==> config.mk <==
export PLATFORM = sky130hd
export DESIGN_NAME = twin_reg_arbiter
export DESIGN_NICKNAME = d
export VERILOG_FILES = /design/src/rtl/twin_reg_pkg.sv /design/src/rtl/rr_arb2.sv /design/src/rtl/twin_reg_arbiter.sv
export SDC_FILE = /design/constraint.sdc
export NUM_CORES = 1
export LEC_CHECK = 0
export BUFFER_PORTS_ARGS = -buffer_cell sky130_fd_sc_hd__buf_2
export CORE_MARGIN = 4
export CORE_UTILIZATION = 30
export DETAILED_ROUTE_END_ITERATION = 6
export SKIP_LAST_GASP = 1
export SYNTH_ARGS = -nofsm -noshare
export SYNTH_HDL_FRONTEND = slang
export SYNTH_HIERARCHICAL = 1
export SYNTH_SLANG_ARGS = --single-unit
==> constraint.sdc <==
create_clock -name clk -period 4.5 [get_ports clk]
set_input_delay 0.675 -clock clk [delete_from_list [all_inputs] [get_ports clk]]
set_output_delay 0.675 -clock clk [all_outputs]
set_load 0.01 [all_outputs]
==> src/rtl/twin_reg_pkg.sv <==
`default_nettype none
// ============================================================================
//  Module   : twin_reg_pkg
//  Purpose  : Shared defaults, encodings and the arbitration state type for
//             the twin register arbiter.
//  Contents : DEF_WIDTH / DEF_CNT_W defaults, target-select, owner and
//             favoured-side encodings, rr_state_t enum.
//  Revision : 1.0  initial release
// ============================================================================
package twin_reg_pkg;

  localparam int DEF_WIDTH = 8;
  localparam int DEF_CNT_W = 4;

  // Target register select
  localparam logic SEL_REG1 = 1'b0;
  localparam logic SEL_REG2 = 1'b1;

  // Last-writer encoding
  localparam logic OWN_A = 1'b0;
  localparam logic OWN_B = 1'b1;

  // Round-robin favoured side
  localparam logic FAV_A = 1'b0;
  localparam logic FAV_B = 1'b1;

  typedef enum logic {
    S_FAV_A = FAV_A,
    S_FAV_B = FAV_B
  } rr_state_t;

endpackage : twin_reg_pkg
`default_nettype wire

==> src/rtl/rr_arb2.sv <==
`default_nettype none
// ============================================================================
//  Module   : rr_arb2
//  Purpose  : Two-way round-robin arbiter. Grants pass straight through when
//             there is no conflict; on a conflict the favoured side wins and
//             the favour moves to the loser at the next edge.
//  Ports    : clk       in  clock, rising edge
//             rst       in  asynchronous active-high reset
//             r0, r1    in  requests
//             conflict  in  both requests target the same resource
//             g0, g1    out grants (combinational, 0 while rst=1)
//             ptr       out favoured side (0 = r0, 1 = r1)
//  Revision : 1.0  initial release
// ============================================================================
module rr_arb2
  import twin_reg_pkg::*;
(
  input  logic clk,
  input  logic rst,
  input  logic r0,
  input  logic r1,
  input  logic conflict,
  output logic g0,
  output logic g1,
  output logic ptr
);

  rr_state_t r_state;

  // Favour moves to the loser only on a conflict cycle.
  always_ff @(posedge clk or posedge rst) begin
    if (rst) begin
      r_state <= S_FAV_A;
    end else if (conflict) begin
      case (r_state)
        S_FAV_A: r_state <= S_FAV_B;
        S_FAV_B: r_state <= S_FAV_A;
        default: r_state <= S_FAV_A;
      endcase
    end
  end

  always_comb begin
    g0 = 1'b0;
    g1 = 1'b0;
    if (!rst) begin
      if (conflict) begin
        g0 = r0 && (r_state == S_FAV_A);
        g1 = r1 && (r_state == S_FAV_B);
      end else begin
        g0 = r0;
        g1 = r1;
      end
    end
  end

  assign ptr = r_state;

endmodule : rr_arb2
`default_nettype wire

==> src/rtl/twin_reg_arbiter.sv <==
`default_nettype none
// ============================================================================
//  Module   : twin_reg_arbiter
//  Purpose  : Shares the reg1/reg2 twin register pair between requesters A
//             and B. Same-register collisions are resolved round-robin;
//             writes to different registers proceed in parallel. Tracks a
//             wrapping write count and last writer per register.
//  Ports    : clk, rst                 clock / async active-high reset
//             req_a, sel_a, d_a, gnt_a requester A (sel: 0=reg1, 1=reg2)
//             req_b, sel_b, d_b, gnt_b requester B
//             q1, q2                   register contents
//             wcnt1, wcnt2             write counts mod 2^CNT_W
//             owner1, owner2           last writer (0=A, 1=B)
//  Revision : 1.0  initial release
// ============================================================================
module twin_reg_arbiter
  import twin_reg_pkg::*;
#(
  parameter int WIDTH = DEF_WIDTH,
  parameter int CNT_W = DEF_CNT_W
) (
  input  logic             clk,
  input  logic             rst,
  input  logic             req_a,
  input  logic             sel_a,
  input  logic [WIDTH-1:0] d_a,
  output logic             gnt_a,
  input  logic             req_b,
  input  logic             sel_b,
  input  logic [WIDTH-1:0] d_b,
  output logic             gnt_b,
  output logic [WIDTH-1:0] q1,
  output logic [WIDTH-1:0] q2,
  output logic [CNT_W-1:0] wcnt1,
  output logic [CNT_W-1:0] wcnt2,
  output logic             owner1,
  output logic             owner2
);

  logic             w_conflict;
  logic             w_gnt_a;
  logic             w_gnt_b;
  logic             w_rr_ptr;
  logic             w_wr1;
  logic             w_wr2;
  logic             w_src1_b;
  logic             w_src2_b;

  logic [WIDTH-1:0] r_q1;
  logic [WIDTH-1:0] r_q2;
  logic [CNT_W-1:0] r_wcnt1;
  logic [CNT_W-1:0] r_wcnt2;
  logic             r_owner1;
  logic             r_owner2;

  assign w_conflict = req_a && req_b && (sel_a == sel_b);

  rr_arb2 u_rr_arb2 (
    .clk      (clk),
    .rst      (rst),
    .r0       (req_a),
    .r1       (req_b),
    .conflict (w_conflict),
    .g0       (w_gnt_a),
    .g1       (w_gnt_b),
    .ptr      (w_rr_ptr)
  );

  assign gnt_a = w_gnt_a;
  assign gnt_b = w_gnt_b;

  // At most one granted write lands on each register per cycle.
  assign w_wr1 = (w_gnt_a && (sel_a == SEL_REG1)) || (w_gnt_b && (sel_b == SEL_REG1));
  assign w_wr2 = (w_gnt_a && (sel_a == SEL_REG2)) || (w_gnt_b && (sel_b == SEL_REG2));

  // Source of each write: on a conflict the favoured side is the writer,
  // otherwise whichever granted side targets that register.
  assign w_src1_b = w_conflict ? (w_rr_ptr == FAV_B) : (w_gnt_b && (sel_b == SEL_REG1));
  assign w_src2_b = w_conflict ? (w_rr_ptr == FAV_B) : (w_gnt_b && (sel_b == SEL_REG2));

  always_ff @(posedge clk or posedge rst) begin
    if (rst) begin
      r_q1     <= '0;
      r_q2     <= '0;
      r_wcnt1  <= '0;
      r_wcnt2  <= '0;
      r_owner1 <= OWN_A;
      r_owner2 <= OWN_A;
    end else begin
      if (w_wr1) begin
        r_q1     <= w_src1_b ? d_b : d_a;
        r_wcnt1  <= r_wcnt1 + CNT_W'(1);
        r_owner1 <= w_src1_b ? OWN_B : OWN_A;
      end
      if (w_wr2) begin
        r_q2     <= w_src2_b ? d_b : d_a;
        r_wcnt2  <= r_wcnt2 + CNT_W'(1);
        r_owner2 <= w_src2_b ? OWN_B : OWN_A;
      end
    end
  end

  assign q1     = r_q1;
  assign q2     = r_q2;
  assign wcnt1  = r_wcnt1;
  assign wcnt2  = r_wcnt2;
  assign owner1 = r_owner1;
  assign owner2 = r_owner2;

endmodule : twin_reg_arbiter
`default_nettype wire

Word-level counts from Yosys, hierarchy flattened
Index checks and enable logic that the tools add are counted.

storage, ports and cells
  register bits = 27
  bits in latches = 0
  RAM bits = 0
  bits in read-only memories = 0
  output and inout bits = 28
  word-level logic and storage cells = 34
  memories = 0

cells by class
  $add $sub $neg = 2
  multiply operators = 0
  divide/modulo/power cells = 0
  magnitude comparators = 0
  equality and inequality tests = 1
  shifts and indexed selects = 0
  muxes and demuxes = 11
  bitwise gates (word level) = 3
  reductions and logical operators = 10

operator list
  kind                                         number
  2-to-1 mux 8 bit                             2
  adder 4 x 1 -> 4 bit, second input constant  2
  logical AND 1 bit                            8
  2-to-1 mux 1 bit                             8
  inverter 1 bit                               3
  logical OR 1 bit                             2
  case mux 1 bit (2 select lines)              1
  == test 1 bit                                1

Depth between registers and ports, before layout
Gate-level depths: netlist (run 1).

  depth in word-level cells = 7
  depth in mapped cells = 9
  mapped depth without buffers = 7

By module
Netlist (run 1), hierarchy kept.

modules (own cells, without submodules)
  module            instances  cells each  area an instance (µm²)  sequential area each (µm²)
  twin_reg_arbiter  1          132         1310.0                  650.6
  rr_arb2           1          7           60.1                    25.0

Worst setup path before layout (run 1)
Ideal clock, no wire load.

  kind = input-to-reg
  from = input sel_b
  to = register r_owner2 (netlist: owner2)
  library setup time = 0.136 ns
  data arrival time = 2.181 ns
  data required time = 4.364 ns
  path slack = 2.183 ns
  cell stages on the path = 9
  buffers on the path = 2
  path through = or2_4 -> a21oi_1 -> nand2b_1 -> and3_1 -> clkbuf_2 -> a22o_2 -> buf_2 -> nor2_1 -> a31oi_2

between the ends
  word-level cells in the longest chain between the ends = 7

RTL lines
  item                    line                                            RTL
  start: declaration      twin_reg_arbiter.sv:29                          input logic sel_b,
  == test 1 bit (*)       twin_reg_arbiter.sv:56                          assign w_conflict = req_a && req_b && (sel_a == sel_b);
  logical AND 1 bit (*)   twin_reg_arbiter.sv:56
  net w_conflict          twin_reg_arbiter.sv:40                          logic w_conflict;
  2-to-1 mux 1 bit (*)    rr_arb2.sv:47                                   if (conflict) begin
  2-to-1 mux 1 bit (*)    rr_arb2.sv:46                                   if (!rst) begin
  net gnt_b               twin_reg_arbiter.sv:31                          output logic gnt_b,
  logical AND 1 bit (*)   twin_reg_arbiter.sv:74, twin_reg_arbiter.sv:79
  2-to-1 mux 1 bit        twin_reg_arbiter.sv:79                          assign w_src2_b = w_conflict ? (w_rr_ptr == FAV_B) : (w_gnt_b && (sel_b == SEL_REG2));
  2-to-1 mux 1 bit        twin_reg_arbiter.sv:98                          r_owner2 <= w_src2_b ? OWN_B : OWN_A;
  end signal: assignment  twin_reg_arbiter.sv:98
  end: declaration        twin_reg_arbiter.sv:54                          logic r_owner2;

The timed path passes the listed nets; every way through them passes the cells marked *.
A chain may end at the register's enable or synchronous reset.

Final worst setup path (run 1)
  from = input sel_b
  to = output gnt_b

between the ends
  word-level cells in the longest chain between the ends = 4

RTL lines
  item               line
  == test 1 bit      twin_reg_arbiter.sv:56
  logical AND 1 bit  twin_reg_arbiter.sv:56
  net w_conflict     twin_reg_arbiter.sv:40
  2-to-1 mux 1 bit   rr_arb2.sv:47
  2-to-1 mux 1 bit   rr_arb2.sv:46
  end: declaration   twin_reg_arbiter.sv:31

The timed path passes the listed nets, and every way through them passes these cells.

==> results of run 1 <==
## path summary, 6_finish.rpt
kind / to / depth (start not counted)
worst max register to register: wcnt1[1]$_DFFE_PP0P_ / 4
worst min register to register: wcnt1[3]$_DFFE_PP0P_ / 1
max in group asynchronous: wcnt1[3]$_DFFE_PP0P_ / 2
worst max-delay path: gnt_b / 6
min in group clk: wcnt1[3]$_DFFE_PP0P_ / 1
worst min-delay path: u_rr_arb2/ptr$_DFFE_PP0P_ / 2
## cell type report
class,count,area [µm²],share of cell area [%]
flip-flops and latches,27,676,40.7
repair buffers,49,245,14.8
multi-input cells,100,612,36.9
well taps,52,65.1,3.92
inverters,4,15.0,0.905
clock inverters,1,5.00,0.302
clock buffers,3,41.3,2.49
## cells by family (layout without fill, tap and decap cells)
kind of cell	count (synthesis)	count (layout)	share of synthesized area [%]
AO/OA/AOI/OAI	43	43	21.3
XOR/XNOR	7	7	4.47
adder cells (fa/ha/maj)	2	2	1.83
buffers and inverters	12	57	6.03
flip-flops	27	27	49.3
multiplexers	2	2	1.64
AND/OR/NAND/NOR	46	46	15.4
## power groups by stage
stage	Combinational, W	Clock, W	Sequential (W)
2_1_floorplan	0.000133	0	0.000419
3_3_place_gp	0.000275	0	0.000387
3_5_place_dp	0.000279	0	0.000389
4_1_cts	0.000280	0.000144	0.000384
5_1_grt	0.000314	0.000152	0.000397
6_report	0.000273	0.000138	0.000381
## state kept, by name (all words and copies together), names as in the netlist
| name | cells |
|---|---|
| q2 | 8 |
| owner2 | 1 |
| owner1 | 1 |
| wcnt1 | 4 |
| u_rr_arb2/ptr | 1 |
| wcnt2 | 4 |
| q1 | 8 |
## layer usage
layer,GRT usage (%),up-vias,share of wire [%],wire (µm)
met3,4.09,4,7.0,236
li1,-,598,-,-
met5,0,-,0,0
met4,2.72,0,1.0,35
met1,15.7,565,43,1450
met2,20.6,38,49,1630
## cells in the final DEF, fill, tap and decap left out, types with 2 or more instances in the layout
cell | netlist | layout
and3_1 | 2 | 2
xor2_1 | 3 | 3
nand2_1 | 5 | 5
o21ai_0 | 15 | 15
inv_1 | 4 | 4
o211a_1 | 2 | 2
nor2_1 | 18 | 18
o211ai_2 | 2 | 2
a31oi_1 | 17 | 17
clkbuf_8 | 0 | 3
mux2_2 | 2 | 2
xnor2_1 | 4 | 4
nand3_1 | 17 | 17
nand4_1 | 2 | 2
ha_1 | 2 | 2
dfrtp_1 | 27 | 27
buf_2 | 4 | 49
## through the flow
step                      hold WS, ns  total power, W  worst slack (ns)  cells
final                           0.237        0.000792              1.98    236
after global routing            0.231        0.000863              1.90    236
after CTS                       0.231        0.000807              1.98    236
after detailed placement        0.459        0.000668              1.78    232
after global placement          0.456        0.000663              1.86    232
after floorplan                 0.414        0.000552              2.18    139
==> summary.md, run 1 <==
| Metric | Value |
|---|---|
| CTS Hold Buffers Added | `0` |
| Highest-delay cell along the critical path | `or2_4` |
| CTS clk-pin slew, worst paths | `0.09 ns` |
| Total count of hold-check failures in the final report | `0` |
| EDFF count, synth | `0` |
| Top cells by area, synth | `dfrtp_1 49%, a31oi_1 7.8%, nand3_1 6.2%` |
| Die Width | `approximately 76 µm` |
| Biggest cell delay along the critical path | `0.27 ns` |
| Drt total wl | `roughly 3400 µm` |
| Fin Setup TNS | `0 ns` |
| Root Driver | `clkbuf_8` |
| Cell mode on critical path | `buf_2` |
| Final net count | `209` |
| Async SR Flop Fraction | `between 90% and 100%` |
| Pint | `0.000512 W` |
| Residual DRC | `0` |
| Clock Skew | `0.00651 ns` |
| Mapped Nets | `163` |
| Clk_lat worst skew | `between 0.2 and 0.3 ns` |
| Peak supply drop | `157 µV` |
| Outcome | `finished clean` |
| Arrival time worst endpoint | `1.84 ns` |
| Starting Density | `31.2%` |
| Cell Rows | `24` |
| Placement-stage cell area | `0.00161 mm²` |
| Sw frac | `a little over a third` |
| Unrepaired setup endpoints after global routing | `false` |
| Worst-path cell chain | `buf_2 -> or2_4 -> a21oi_1 -> nand2b_1 -> and3_1 -> buf_2` |
| Maxcap violations | `0` |
| Ant diodes | `0` |
| Max FO, Critical Path | `7` |
| DR WL/cell | `roughly 14 µm` |
| Gr ovfl total | `0` |
| Element type at the critical path end | `output pin` |
| Synth top cells by count | `27 x dfrtp_1, 18 x nor2_1, 17 x a31oi_1, 17 x nand3_1, 15 x o21ai_0` |
| Min Tclk post-route | `2.52 ns` |
| Gr usage total | `about an eighth` |
| Final instance area | `approximately 0.0017 mm²` |
| PostCTS Resize Cnt | `0` |
| Main synth FF type | `dfrtp_1` |
| Synth cell types | `28` |
| Via density | `5.11` |
| Leak | `0.772 nW` |
| Routability cong. | `0.807` |
| Final period util | `55.9%` |
| Syn Std Cell Area | `0.00137 mm²` |
| Clock share of power | `17.5%` |
| CP delay by family, top | `simple AND/OR/NAND/NOR gates` |
| Final core occ | `between 30% and 40%` |
| Worst EP required | `3.83 ns` |
| # port buffers | `49` |
| Die footprint | `0.00571 mm²` |
| Hold WC Path Type | `in2async` |
| FF+latch count, synth | `27` |
| Clock buffer count from CTS | `3` |
| Sequential share of power | `48.1%` |
| FMAX | `0.397 GHz` |
| Core Region | `0.00438 mm²` |
| Vias | `1205` |
| Clock sink count | `27` |
| Post-DP HPWL | `2610 µm` |
| DR pass1 iterations | `4` |
| Top cell type by total area after synthesis | `dfrtp_1` |
| Layout cells sized above 1 | `between 30 and 40%` |
| Startpoint type of the worst setup path | `input port` |
| Initial antenna violation count | `0` |
| Top cell type's share of synthesized area | `49.3%` |
| Yosys warnings | `6` |
| Sequential area share after synthesis | `49.3%` |
| CP Buf/Inv Count | `2` |
| Largest net degree at the start of global routing | `27` |
| Die Ht | `75.6 µm` |
| Global-route wire length before repair | `5440 µm` |
| Most numerous cell in the Yosys netlist | `dfrtp_1` |
| Reported net switching power | `0.000280 W` |
| Number of global-route vias before repair | `1194` |
| Num ports | `50` |
| H-tree Lvls | `1` |
| Clock tree buffer depth | `2` |
| Final setup fails | `0` |
| Comb pwr share | `34.5%` |
| FILL cells | `471` |
| Mean Syn Cell Area | `9.86 µm²` |
| Crit path from | `sel_b` |
| Mapped Cells | `between 100 and 150` |
| Antenna-violating nets left | `0` |
| RR Startpoint | `u_rr_arb2/ptr$_DFFE_PP0P_` |
| CTS tree | `yes` |
| Power density of the placed cells | `roughly 480 mW/mm²` |
| Area delta synth->final | `21.1%` |
| R2r setup slk | `2.50 ns` |
| Crit Path Class | `in2out` |
| # Post-CTS Setup Buffers | `0` |
| Slew @ Worst Pin | `0.974 ns` |
| Max_slew headroom | `35.0%` |
| Fin. max-slew vios | `0` |
| Initial DRC count | `73` |
Note: power is estimated with default switching activity, not from simulation.
==> inputs of run 2 (changes only) <==
- ABC_AREA: default -> 1
- clock period: 4.5 -> 2.5 ns (I/O delays scaled with it)
==> summary.md, run 2 <==
| Metric | Value |
|---|---|
| Outcome | `finished clean` |
| Hold Path Stages | `5` |
| Starting Density | `32.0%` |
| Initial antenna violation count | `0` |
| EDFF count, synth | `0` |
| Most numerous cell in the Yosys netlist | `nand2_1` |
| Mean Syn Cell Area | `7.75 µm²` |
| R2r setup slk | `around 0.9 ns` |
| Top cell type's share of synthesized area | `46.9%` |
| R2r endpoint | `wcnt1[3]$_DFFE_PP0P_` |
| Gr usage total | `12.4%` |
| DR WL/cell | `12.1 µm` |
| Vias | `1361` |
| Fin. max-slew vios | `0` |
| Antenna-violating nets left | `0` |
| Worst hold path startpoint | `d_b[2]` |
| Final instance area | `0.00181 mm²` |
| CTS clk-pin slew, worst paths | `0.09 ns` |
| Routability cong. | `0.736` |
| Final net count | `roughly 260` |
| FF+latch count, synth | `27` |
| DR pass1 iterations | `4` |
| Most common cell after layout, fill and taps aside | `nand2_1` |
| Mapped Cells | `186` |
| Maxcap violations | `0` |
| Most frequent cells in the layout | `69 x nand2_1, 49 x buf_2, 32 x nand3_1` |
| Arrival time worst endpoint | `1.63 ns` |
| Sequential area share after synthesis | `46.9%` |
| Die Ht | `approximately 77 µm` |
| Placement-stage cell area | `about 0.0017 mm²` |
| Async SR Flop Fraction | `100%` |
| Die Width | `77.3 µm` |
| Max FO, Critical Path | `4` |
| Via density | `4.68` |
| Power density of the placed cells | `approximately 760 mW/mm²` |
| Num ports | `50` |
| Hold WC Path Type | `in2reg` |
| PostCTS Resize Cnt | `0` |
| Main synth FF type | `dfrtp_1` |
| RR Startpoint | `u_rr_arb2/ptr$_DFFE_PP0P_` |
| Post-DP HPWL | `between 2000 and 3000 µm` |
| Top cells by area, synth | `dfrtp_1 47%, nand2_1 18%, nand3_1 11%` |
| Gr ovfl total | `0` |
| Layout cells sized above 1 | `28.0%` |
| Root Driver | `clkbuf_8` |
| Clock Skew | `0.00648 ns` |
| Initial DRC count | `113` |
| FMAX | `0.499 GHz` |
| Synth top cells by count | `69 x nand2_1, 32 x nand3_1, 27 x dfrtp_1` |
| Min Tclk post-route | `2.00 ns` |
| Leak | `1.06 nW` |
| Ant diodes | `0` |
| Peak supply drop | `284 µV` |
| Fin Setup TNS | `0 ns` |
| Total count of hold-check failures in the final report | `0` |
| H-tree Lvls | `1` |
| Largest net degree at the start of global routing | `27` |
| Mapped Nets | `210` |
| Clock sink count | `27` |
| Unrepaired setup endpoints after global routing | `false` |
| Slew @ Worst Pin | `0.599 ns` |
| Global-route wire length before repair | `6040 µm` |
| Hold Crit Endpoint | `q1[2]$_DFFE_PP0P_` |
| Worst EP required | `roughly 2.1 ns` |
| Core Region | `0.00450 mm²` |
| Yosys warnings | `6` |
| Cell Rows | `24` |
| Element type at the critical path end | `output pin` |
| Number of global-route vias before repair | `1290` |
| CTS Hold Buffers Added | `1` |
| Die footprint | `0.00598 mm²` |
| Startpoint type of the worst setup path | `input port` |
| # Post-CTS Setup Buffers | `0` |
| Syn Std Cell Area | `0.00144 mm²` |
| Final setup fails | `0` |
| Crit Path Class | `in2out` |
| CTS tree | `yes` |
| Reg2reg path depth | `7` |
| Final period util | `80.2%` |
| Clock tree buffer depth | `2` |
| Residual DRC | `0` |
| Area delta synth->final | `25.3%` |
| Clock buffer count from CTS | `3` |
| # port buffers | `49` |
| Max_slew headroom | `60.0%` |
| Clk_lat worst skew | `0.28 ns` |
| Synth cell types | `20` |
| Top cell type by total area after synthesis | `dfrtp_1` |
| Drt total wl | `approximately 3500 µm` |
run 2: changes by cell type after synthesis, moves of 2 or more:
cell	change
nand2_2	+3
inv_1	+20
and3_1	-2
mux2_2	-2
clkinv_1	+2
a31oi_1	-15
o211ai_2	-2
nand2_1	+64
nor2_1	-13
o21ai_0	-15
nand2_4	+3
o211a_1	-2
nand3_1	+15
run 2: cell families (layout without fill, tap and decap cells):
logic type / Yosys count / in the layout / share of synthesized area (%)
adder cells (fa/ha/maj): 2 / 2 / 1.74
flip-flops: 27 / 27 / 46.9
AO/OA/AOI/OAI: 2 / 2 / 0.868
buffers and inverters: 32 / 85 / 9.20
XOR/XNOR: 6 / 6 / 3.65
AND/OR/NAND/NOR: 117 / 117 / 37.7
run 2: worst max path at each step:
stage	from	to	slack (ns)
after CTS	rst	gnt_b	0.48
after detailed placement	sel_a	q2[1]$_DFFE_PP0P_	0.40
after global placement	sel_b	wcnt1[3]$_DFFE_PP0P_	0.48
final	rst	gnt_b	0.50
after global routing	rst	q2[1]$_DFFE_PP0P_	0.34
after floorplan	sel_a	q1[0]$_DFFE_PP0P_	0.70
run 2: power by group:
group	total [W]	internal (W)	leakage, nW	switching, W
Clock	0.000257	0.000113	0.0217	0.000144
Sequential	0.000663	0.000565	0.330	0.0000978
Combinational	0.000460	0.000203	0.704	0.000257
Total	0.00138	0.000882	1.06	0.000499
run 2: cell type report:
type | count | area [µm²]
fill | 483 | 2700
clock inverter | 1 | 7.51
inverter | 28 | 106
multi-input combinational | 127 | 633
tap | 52 | 65.1
timing repair buffer | 53 | 278
sequential | 27 | 676
clock buffer | 3 | 41.3
run 2: critical path: stages:
cell and delay, ns:
dlygate4sd3_1 0.52, buf_2 0.13, clkinv_2 0.05, nand2_1 0.05, nor2_1 0.30, buf_2 0.21
run 2: through the flow:
stage                     total power (W)  setup WS [ns]  utilization (%)  hold WS [ns]  cells
after global routing              0.00150          0.335             40.1         0.435    291
final                             0.00138          0.495             40.1         0.417    291
after global placement            0.00113          0.480             38.8         0.229    286
after detailed placement          0.00114          0.403             38.8         0.228    286
after floorplan                  0.000935          0.704                -         0.102    186
after CTS                         0.00141          0.483             40.1         0.415    291
run 2: layer usage:
layer / vias up / track usage, % / part of all wire [%]
met5: - / 0 / 0
met1: 627 / 17.5 / 47
met4: 0 / 2.14 / 0.51
met3: 2 / 4.10 / 7.7
li1: 688 / - / -
met2: 44 / 18.7 / 45
==> inputs of run 3 (changes only) <==
- clock period: 2.5 -> 1.8 ns (I/O delays scaled with it)
==> summary.md, run 3 (same netlist as run 2, synthesis figures left out) <==
| Metric | Value |
|---|---|
| # port buffers | `49` |
| Die Width | `77.3 µm` |
| Area delta synth->final | `28.6%` |
| DR WL/cell | `11.8 µm` |
| Worst-path cell chain | `dlygate4sd3_1 -> buf_2 -> clkinv_2 -> nand2_1 -> nor2_2 -> buf_4 -> buf_2` |
| Initial DRC count | `between 60 and 70` |
| H-tree Lvls | `1` |
| Cell Rows | `24` |
| Clock sink count | `27` |
| Setup ws final | `0.105 ns` |
| Ant diodes | `0` |
| Core Region | `0.00450 mm²` |
| CTS tree | `yes` |
| Peak supply drop | `358 µV` |
| Gr usage total | `12.2%` |
| Clock Skew | `~0.0024 ns` |
| Biggest cell delay along the critical path | `0.52 ns` |
| Unrepaired setup endpoints after global routing | `false` |
| Largest net degree at the start of global routing | `27` |
| Via density | `4.54` |
| Max FO, Critical Path | `3` |
| Clock tree buffer depth | `2` |
| Number of global-route vias before repair | `1249` |
| Crit Path Class | `in2out` |
| Residual DRC | `0` |
| Global-route wire length before repair | `5980 µm` |
| Final period util | `a little over nine tenths` |
| Layout cells sized above 1 | `30.6%` |
| Stages on the worst setup path | `7` |
| Slew @ Worst Pin | `slightly below 0.4 ns` |
| CTS clk-pin slew, worst paths | `0.10 ns` |
| Final net count | `between 200 and 300` |
| Min Tclk post-route | `1.70 ns` |
| Cell mode on critical path | `buf_2` |
| Leak | `approximately 1.1 nW` |
| CP delay by family, top | `buffers and inverters` |
| Die Ht | `77.3 µm` |
| Outcome | `finished clean` |
| Element type at the critical path end | `output pin` |
| Hold WC Path Type | `in2reg` |
| Arrival time worst endpoint | `~1.4 ns` |
| Dpl ws | `-0.0566 ns` |
| Root Driver | `clkbuf_8` |
| Worst EP required | `1.53 ns` |
| Final setup fails | `0` |
| Total count of hold-check failures in the final report | `0` |
| Maxcap violations | `0` |
| Fin. max-slew vios | `0` |
| Num ports | `50` |
| Routability cong. | `0.787` |
| FMAX | `0.590 GHz` |
| Die footprint | `between 0.005 and 0.006 mm²` |
| Power density of the placed cells | `1040 mW/mm²` |
| Most common cell after layout, fill and taps aside | `nand2_1` |
| Initial antenna violation count | `0` |
| Starting Density | `32.0%` |
| Post-DP HPWL | `2760 µm` |
| Reg2reg path depth | `8` |
| Clock buffer count from CTS | `3` |
| Highest-delay cell along the critical path | `dlygate4sd3_1` |
| Total power | `0.00193 W` |
| DR pass1 iterations | `4` |
| Hold Path Stages | `5` |
| Gr ovfl total | `0` |
| Clk_lat worst skew | `0.28 ns` |
| Drt total wl | `3480 µm` |
| Antenna-violating nets left | `0` |
| Max_slew headroom | `between 70% and 80%` |
| CP Buf/Inv Count | `5` |
| Vias | `1336` |
| Most frequent cells in the layout | `68 x nand2_1, 49 x buf_2, 32 x nand3_1` |
| Startpoint type of the worst setup path | `input port` |
[run 3: path summary, 6_finish.rpt]
path | startpoint | to | slack, ns
worst max register to register | u_rr_arb2/ptr$_DFFE_PP0P_ | owner2$_DFFE_PP0P_ | 0.36
worst min register to register | wcnt1[3]$_DFFE_PP0P_ | wcnt1[3]$_DFFE_PP0P_ | 0.47
min in group asynchronous | rst | u_rr_arb2/ptr$_DFFE_PP0P_ | 0.37
max in group asynchronous | rst | q1[2]$_DFFE_PP0P_ | 0.96
worst max-delay path | rst | gnt_b | 0.10
worst min-delay path | d_b[5] | q1[5]$_DFFE_PP0P_ | 0.31
[run 3: routing by layer]
| metal | share of wire [%] | track usage (%) | up-vias |
|---|---|---|---|
| met5 | 0 | 0 | - |
| met4 | 0.57 | 2.14 | 0 |
| met3 | 7.5 | 3.75 | 4 |
| met2 | 43 | 18.3 | 39 |
| met1 | 48 | 17.6 | 602 |
| li1 | - | - | 691 |
[run 3: power breakdown]
group | switching [W] | total [W] | internal, W | leakage, nW
Combinational | 0.000356 | 0.000647 | 0.000290 | 0.715
Sequential | 0.000142 | 0.000927 | 0.000785 | 0.330
Clock | 0.000199 | 0.000356 | 0.000157 | 0.0217
Total | 0.000697 | 0.00193 | 0.00123 | 1.07
[run 3: worst min-delay path, delay by kind of cell]
family / cells / cell delay [ns]
buf+inv: 2 / 0.11
simple gates: 3 / 0.18
[run 3: repair_timing]
item                       CTS  global route
hold endpoints to repair     1             0
hold buffers                 1             0
resized for setup            0             5
buffers inserted             0             0
setup endpoints to repair    0            20
[run 3: through the flow]
step / TNS [ns] / util [%] / cells / area [µm²] / hold WS, ns
floorplan: 0 / - / 186 / 1440 / -0.00303
global placement: -0.217 / 39.4 / 288 / 1780 / 0.125
detailed placement: -0.396 / 39.4 / 288 / 1780 / 0.123
CTS: 0 / 40.7 / 293 / 1830 / 0.307
global route: 0 / 41.2 / 294 / 1850 / 0.336
finish: 0 / 41.2 / 294 / 1850 / 0.310
[run 3: layout make-up]
type                    instances  area [µm²]
clock inverters                 1        7.51
fillers                       494        2650
flip-flops and latches         27         676
inverters                      28         114
repair inverters                1        7.51
clock buffers                   3        41.3
well taps                      52        65.1
multi-input cells             127         638
repair buffers                 55         305
